`src/rtl/mem_access_unit.sv`:
```
// mem_access_unit: memory-stage responder issuing byte/word accesses and returning write-back data
module mem_access_unit #(
  parameter int TIMEOUT = 255
) (
  input  logic        clk,
  input  logic        rst,
  input  logic        valid_in,
  output logic        ready_out,
  input  logic [5:0]  op,
  input  logic        mem_read,
  input  logic        mem_write,
  input  logic        mem_to_reg,
  input  logic [31:0] alu_result,
  input  logic [31:0] store_data,
  output logic        dmem_req,
  output logic        dmem_we,
  output logic [3:0]  dmem_be,
  output logic [31:0] dmem_addr,
  output logic [31:0] dmem_wdata,
  input  logic        dmem_ack,
  input  logic [31:0] dmem_rdata,
  output logic        wb_valid,
  output logic [31:0] wb_data,
  output logic        busy,
  output logic        err
);
  typedef enum logic [1:0] {IDLE, ACCESS, DONE} state_t;
  state_t      state;
  logic [7:0]  cnt;
  logic [1:0]  lane;
  logic        byte_q, rd_q, m2r_q;
  logic        is_byte, legal;
  logic [7:0]  rbyte;
  assign is_byte   = (op == 6'd10) || (op == 6'd12);
  assign legal     = is_byte || (alu_result[1:0] == 2'b00);
  assign rbyte     = dmem_rdata[{lane, 3'b000} +: 8];
  assign busy      = (state != IDLE);
  assign ready_out = !busy;
  always_ff @(posedge clk or posedge rst) begin
    if (rst) begin
      state      <= IDLE;
      cnt        <= '0;
      lane       <= '0;
      byte_q     <= 1'b0;
      rd_q       <= 1'b0;
      m2r_q      <= 1'b0;
      dmem_req   <= 1'b0;
      dmem_we    <= 1'b0;
      dmem_be    <= '0;
      dmem_addr  <= '0;
      dmem_wdata <= '0;
      wb_valid   <= 1'b0;
      wb_data    <= '0;
      err        <= 1'b0;
    end else begin
      wb_valid <= 1'b0;
      err      <= 1'b0;
      case (state)
        IDLE: if (valid_in) begin
          lane   <= alu_result[1:0];
          byte_q <= is_byte;
          rd_q   <= mem_read && !mem_write;
          m2r_q  <= mem_to_reg;
          if (!(mem_read || mem_write)) begin
            state    <= DONE;
            wb_data  <= alu_result;
            wb_valid <= 1'b1;
          end else if (!legal) begin
            state <= DONE;
            err   <= 1'b1;
          end else begin
            state      <= ACCESS;
            cnt        <= '0;
            dmem_req   <= 1'b1;
            dmem_we    <= mem_write;
            dmem_be    <= is_byte ? 4'b0001 << alu_result[1:0] : 4'b1111;
            dmem_addr  <= {alu_result[31:2], 2'b00};
            dmem_wdata <= is_byte ? {4{store_data[7:0]}} : store_data;
          end
        end
        ACCESS: if (dmem_ack) begin
          state    <= DONE;
          dmem_req <= 1'b0;
          if (rd_q) begin
            wb_data  <= byte_q ? {24'd0, rbyte} : dmem_rdata;
            wb_valid <= m2r_q;
          end
        end else if (cnt == 8'(TIMEOUT - 1)) begin
          state    <= DONE;
          dmem_req <= 1'b0;
          err      <= 1'b1;
        end else begin
          cnt <= cnt + 8'd1;
        end
        default: state <= IDLE;
      endcase
    end
  end
endmodule

```
`config.mk`:
```
export PLATFORM = sky130hd
export DESIGN_NAME = mem_access_unit
export DESIGN_NICKNAME = d
export VERILOG_FILES = /design/src/rtl/mem_access_unit.sv
export SDC_FILE = /design/constraint.sdc
export NUM_CORES = 1
export LEC_CHECK = 0
export CAP_MARGIN = 10
export CORE_MARGIN = 5
export CORE_UTILIZATION = 48
export DETAILED_ROUTE_END_ITERATION = 10
export HOLD_SLACK_MARGIN = 0.02
export PLACE_DENSITY = 0.95
export SLEW_MARGIN = 20
export SYNTH_ARGS = -nofsm -noshare
export SYNTH_HDL_FRONTEND = slang
export SYNTH_SLANG_ARGS = --single-unit
```
`constraint.sdc`:
```
create_clock -name clk -period 5.7 [get_ports clk]
set_input_delay 0.57 -clock clk [delete_from_list [all_inputs] [get_ports clk]]
set_output_delay 0.57 -clock clk [all_outputs]
set_load 0.01 [all_outputs]
```
==> results.tsv, run 1 <==
metric	value	unit
vias in the first global route	5317	
first-pass GRT wire length	29200	um
Synth cell types	50	
Max Fclk	304.7	MHz
Mapped Avg Cell Area	11.16	sq um
CTS resizes	0	
CP bufs+invs	2	
GP Congestion	0.9563	
Warnings, synthesis	0	
pwr dens	533.4	nW/um^2
worst vdd ir	388.5	uV
Crit-path slowest cell	nor2_4	
clk sinks	117	
1st-iter DRT viols	618	
setup TNS	0	ps
total length of routed wires	18530	um
Slew headroom	33.39	%
num ports	215	
Initial Util	48.97	%
Final Hold Fails	0	
CP startpoint kind	primary input	
final setup violation count	0	
Reg area	2928	sq um
worst endpoint required time	5990	ps
full die area	13960	sq um
Power, Total	4.498	mW
proportion of layout cells with a drive suffix above 1	18.72	%
worst slew pin tran	996.7	ps
DR top layer	met4	
largest fanout on the critical path	33	
CTS tree	yes	
setup repair bufs after CTS	0	
Post-DP HPWL	13280	um
Setup crit end kind	flop	
sequential cell area fraction in the yosys report	52.14	%
RSZ-0062 raised after global routing	no	
Core ar.	11470	sq um
CTS HTree Levels	4	
post-DR vias/cell	5.939	
Synth Cell Area	5615	sq um
outcome	complete, no violations	
max incr delay on CP	840	ps
final hold slack	486.8	ps
DRC violations left	0	
DR WL met2	8819	um
family with the most delay on the worst path	simple AND/OR/NAND/NOR gates	
Max-Cap Viols	0	
Lkg Pwr	3.571	nW
critical-path cell list	clkdlybuf4s50_1, nor4b_2, a21boi_1, nor2_4, buf_4, mux2_2	
Die H	118.2	um
FF+latch count, synth	117	
Setup Skew	6.625	ps
pin count of the biggest net entering global routing	88	
Period minus WS final	3282	ps
hold_buf cts	0	
M1 wire length	7089	um
Buffers on Ports	212	
Clock Tree Root	clkbuf_16	
EDFF count, synth	0	
Row Count	39	
metal3 WL	1930	um
CTS buffer count	17	
placed insts	827	
Worst Hold Class	reg2reg	
grt total ovfl	0	
# diodes	0	
DR vias	5102	
Final Core Density	73.53	%
Syn-to-layout area delta	50.16	%
All-Layer GR Usage	26.23	%
fin crit share	57.57	%
top_reg_cell synth	dfrtp_1	
Clock Latency Late Sink	410	ps
initial antenna violation count	0	
Fillers	712	
Cells after Synth	503	
WL/cell	21.57	um
CTS clk-pin slew, worst paths	50	ps
Antenna Nets Post-Route	0	
Post-Layout Cell Count	859	
Arr. time, crit path	3570	ps
Async SR Flop Fraction	100.0	%
Die Wd	118.2	um
max-slew violations	0	
kind of critical path	in2reg	
Pre-Repair DR Iteration Count	5	
Max clock buf depth	2	
Nets	814	
multi-input logic area	2479	sq um
-- stage by stage --
| stage | worst slack (ps) | instance area [sq um] |
|---|---|---|
| floorplan | 2029 | 5619 |
| global placement | 2247 | 7787 |
| detailed placement | 2097 | 7787 |
| CTS | 2523 | 8424 |
| global route | 2347 | 8432 |
| finish | 2418 | 8432 |
-- per-layer routing --
metal  vias to the layer above  track usage (%)
li1                       2206                -
met1                      2465            32.17
met2                       362            42.72
met3                        69            8.835
met4                         0            10.47
met5                         -                0
-- cell usage after synthesis (all sizes together), types with 4 or more instances --
| library cell | number | area [sq um] |
|---|---|---|
| a211oi | 4 | 30.03 |
| dfrtp | 117 | 2928 |
| buf | 18 | 102.6 |
| inv | 12 | 45.04 |
| a21oi | 53 | 276.5 |
| nor2 | 45 | 176.4 |
| mux2 | 89 | 1002 |
| mux2i | 10 | 100.1 |
| clkbuf | 19 | 72.56 |
| o21ai | 8 | 40.03 |
| and3 | 28 | 175.2 |
| o221ai | 7 | 61.31 |
| a31oi | 10 | 62.56 |
| a22oi | 7 | 52.55 |
| nand2 | 27 | 101.4 |
-- state kept, by name (all words and copies together), names as in the netlist --
name and count:
err 1, dmem_be 4, byte_q 1, wb_valid 1, dmem_we 1, m2r_q 1, rd_q 1, state 2
lane 2, wb_data 32, dmem_req 1, dmem_wdata 32, dmem_addr 30, cnt 8
-- power by group --
group	switching, mW	leakage [nW]	internal [mW]
clock	0.361	0.306	0.776
combinational	0.792	1.87	1.05
sequential	0.298	1.40	1.22
-- layout by cell type (no fill, tap or decap), drive strengths merged, types with 4 or more instances in the layout --
cell and n:
mux2i 10, dfrtp 117, buf 5, nor2 45, mux2 89, clkdlybuf4s50 212
nand2 27, and3 28, a211oi 4, o221ai 7, inv 12, a22oi 7
a31oi 10, a21oi 53, o21ai 8, bufinv 4, clkbuf 24
-- cell type report --
class | instances | area share [%]
timing repair buffer | 217 | 25.61
multi-input combinational | 338 | 29.40
clock inverter | 8 | 1.721
inverter | 12 | 0.5936
sequential | 117 | 34.72
tap | 143 | 2.122
clock buffer | 24 | 5.832
-- cell families (layout without fill, tap and decap cells) --
group,count (synthesis),in the layout,share of synthesized area [%]
and+or+nand+nor,125,125,11.41
muxes,99,99,19.63
DFF,117,117,52.14
buffers and inverters,49,261,3.921
xor gates and xnor gates,3,3,0.4680
adders and majority gates,2,2,0.4456
AOI/OAI and AO/OA,107,107,11.92
other,1,2,0.06678
-- worst reg2reg max path, cell delays in order (launching register included) --
cell	delay [ps]
dfrtp_1	550
nor3b_2	320
o21ai_1	250
nor2_4	810
buf_4	530
mux2_2	410
-- worst paths after layout --
path                       startpoint             end  slack (ps)  cells after the start
setup reg to reg             state[0]   dmem_addr[31]        2710                      5
min in group asynchronous         rst  dmem_wdata[15]         700                      2
max in group asynchronous         rst  dmem_wdata[17]        4070                      3
setup / recovery                op[0]   dmem_addr[31]        2420                      6
hold reg to reg                 m2r_q           m2r_q         490                      2
hold / removal                  m2r_q           m2r_q         490                      2
(Power assumes the default switching activity.)
==> run 2: changes to the inputs <==
Settings changed: CORE_UTILIZATION 48 to 44, PLACE_DENSITY 0.95 to 0.9.
Clock period 5.7 ns to 3.24 ns, I/O delays scaled along.
==> run 2 against run 1 <==
Net effect: combinational power up 75%; die area up 8.3%; routed wire length down 3.7%; clock skew up 3.6 ps; core utilization down 6.4 points; sequential power up 72%; critical path depth down 3; register-to-register slack worse by 1700 ps; largest power group unchanged; highest routed layer unchanged.
==> results.tsv, run 2 (same netlist as run 1, synthesis figures left out) <==
metric	value	unit	change
Max-Cap Viols	0		unchanged
Syn-to-layout area delta	50.33	%	
DR top layer	met4		
DRC violations left	0		unchanged
Setup Skew	10.25	ps	+3.624 ps
full die area	15120	sq um	+8.3%
largest fanout on the critical path	15		-55%
setup repair bufs after CTS	0		unchanged
CTS tree	yes		
worst vdd ir	410.4	uV	+5.7%
commonest non-fill, non-tap cells in the layout	clkdlybuf4s50_1, dfrtp_1, mux2_2		
1st-iter DRT viols	642		+3.9%
Antenna Nets Post-Route	0		unchanged
fin crit share	71.46	%	
Final WS setup	924.6	ps	-1494 ps
Fillers	906		+27%
Die Wd	123.0	um	+4.1%
total length of routed wires	17840	um	-3.7%
Row Count	41		+5.1%
CTS HTree Levels	4		unchanged
worst slew pin tran	727.9	ps	-268.8 ps
Clock Latency Late Sink	410	ps	about the same
All-Layer GR Usage	23.68	%	-2.6 points
initial antenna violation count	0		unchanged
Reg area	2928	sq um	unchanged
placed insts	858		+3.7%
worst endpoint required time	2920	ps	-3070 ps
Initial Util	44.68	%	-4.3 points
CP startpoint kind	flop		
final hold slack	439.9	ps	-46.86 ps
Post-DP HPWL	12920	um	-2.7%
CTS clk-pin slew, worst paths	50	ps	about the same
setup TNS	0	ps	unchanged
metal3 WL	1702	um	-12%
Buffers on Ports	212		unchanged
Worst Hold Class	in2async		
final setup violation count	0		unchanged
max-slew violations	0		unchanged
outcome	complete, no violations		
M1 wire length	6763	um	-4.6%
Slew headroom	51.18	%	+18 points
# diodes	0		unchanged
Setup crit end kind	output pin		
first-pass GRT wire length	27340	um	-6.4%
Nets	816		+0.25%
Post-Layout Cell Count	890		+3.6%
Lkg Pwr	3.555	nW	-0.47%
Period minus WS final	2315	ps	
Power, Total	7.676	mW	+71%
Max clock buf depth	2		unchanged
GP Congestion	0.8914		-6.8%
Max Fclk	431.9	MHz	
pin count of the biggest net entering global routing	118		+34%
kind of critical path	reg2out		
DR vias	4962		-2.7%
most common cell after layout, fill and taps aside	clkdlybuf4s50_1		
num ports	215		unchanged
Arr. time, crit path	1990	ps	-1580 ps
post-DR vias/cell	5.575		-6.1%
Pre-Repair DR Iteration Count	5		unchanged
Final Hold Fails	0		unchanged
CTS resizes	0		unchanged
RSZ-0062 raised after global routing	no		
Setup WS pre-CTS	699.4	ps	-1397 ps
proportion of layout cells with a drive suffix above 1	19.22	%	+0.50 points
multi-input logic area	2474	sq um	-0.20%
CTS buffer count	17		unchanged
Top Registers	dmem_wdata (32), wb_data (32), dmem_addr (30)		
Die H	123.0	um	+4.1%
Clock Tree Root	clkbuf_16		
DR WL met2	8820	um	about the same
clk sinks	117		unchanged
grt total ovfl	0		unchanged
Core ar.	12570	sq um	+9.6%
pwr dens	909.3	nW/um^2	+70%
hold_buf cts	0		unchanged
vias in the first global route	5110		-3.9%
WL/cell	20.04	um	-7.1%
-- run 2: changes by cell type in the layout (fill, tap and decap cells not counted), sizes merged --
cell      delta
bufinv       -2
clkbuf       -5
buf          +2
inv          -1
clkinvlp     +2
clkinv       +6
-- run 2: area by class of cell --
cell class / count / area share [%]
inverter: 12 / 0.5780
clock inverter: 13 / 1.586
multi-input combinational: 338 / 29.30
tap: 172 / 2.549
clock buffer: 19 / 5.247
sequential: 117 / 34.68
timing repair buffer: 219 / 26.06
-- run 2: where the power goes --
group / internal (mW) / total, mW / switching, mW / leakage [nW]
clock: 1.15 / 1.81 / 0.663 / 0.278
sequential: 2.14 / 2.62 / 0.485 / 1.40
combinational: 1.86 / 3.24 / 1.38 / 1.88
-- run 2: path summary, 6_finish.rpt --
check | end | depth (start not counted) | slack [ps] | startpoint
max reg2reg | wb_data[10] | 5 | 970 | state[0]
max | ready_out | 3 | 920 | state[0]
min in group clk | dmem_be[3] | 1 | 500 | dmem_be[3]
min reg2reg | dmem_be[3] | 1 | 500 | dmem_be[3]
max in group asynchronous | dmem_we | 3 | 2330 | rst
min | dmem_addr[17] | 3 | 440 | rst
-- run 2: worst max-delay path: stages, from the launching register on --
cell,delay [ps]
dfrtp_1,550
or2_2,400
inv_1,90
clkdlybuf4s50_1,540
-- run 2: metal layers --
layer / GRT usage (%) / vias up
li1: - / 2223
met1: 28.69 / 2405
met2: 39.12 / 285
met3: 8.280 / 49
met4: 8.789 / 0
met5: 0 / -
-- run 2: through the flow --
stage	instance area (sq um)	util (%)
floorplan	5623	-
global placement	7865	62.58
detailed placement	7865	62.58
CTS	8442	67.17
global route	8442	67.17
finish	8442	67.17
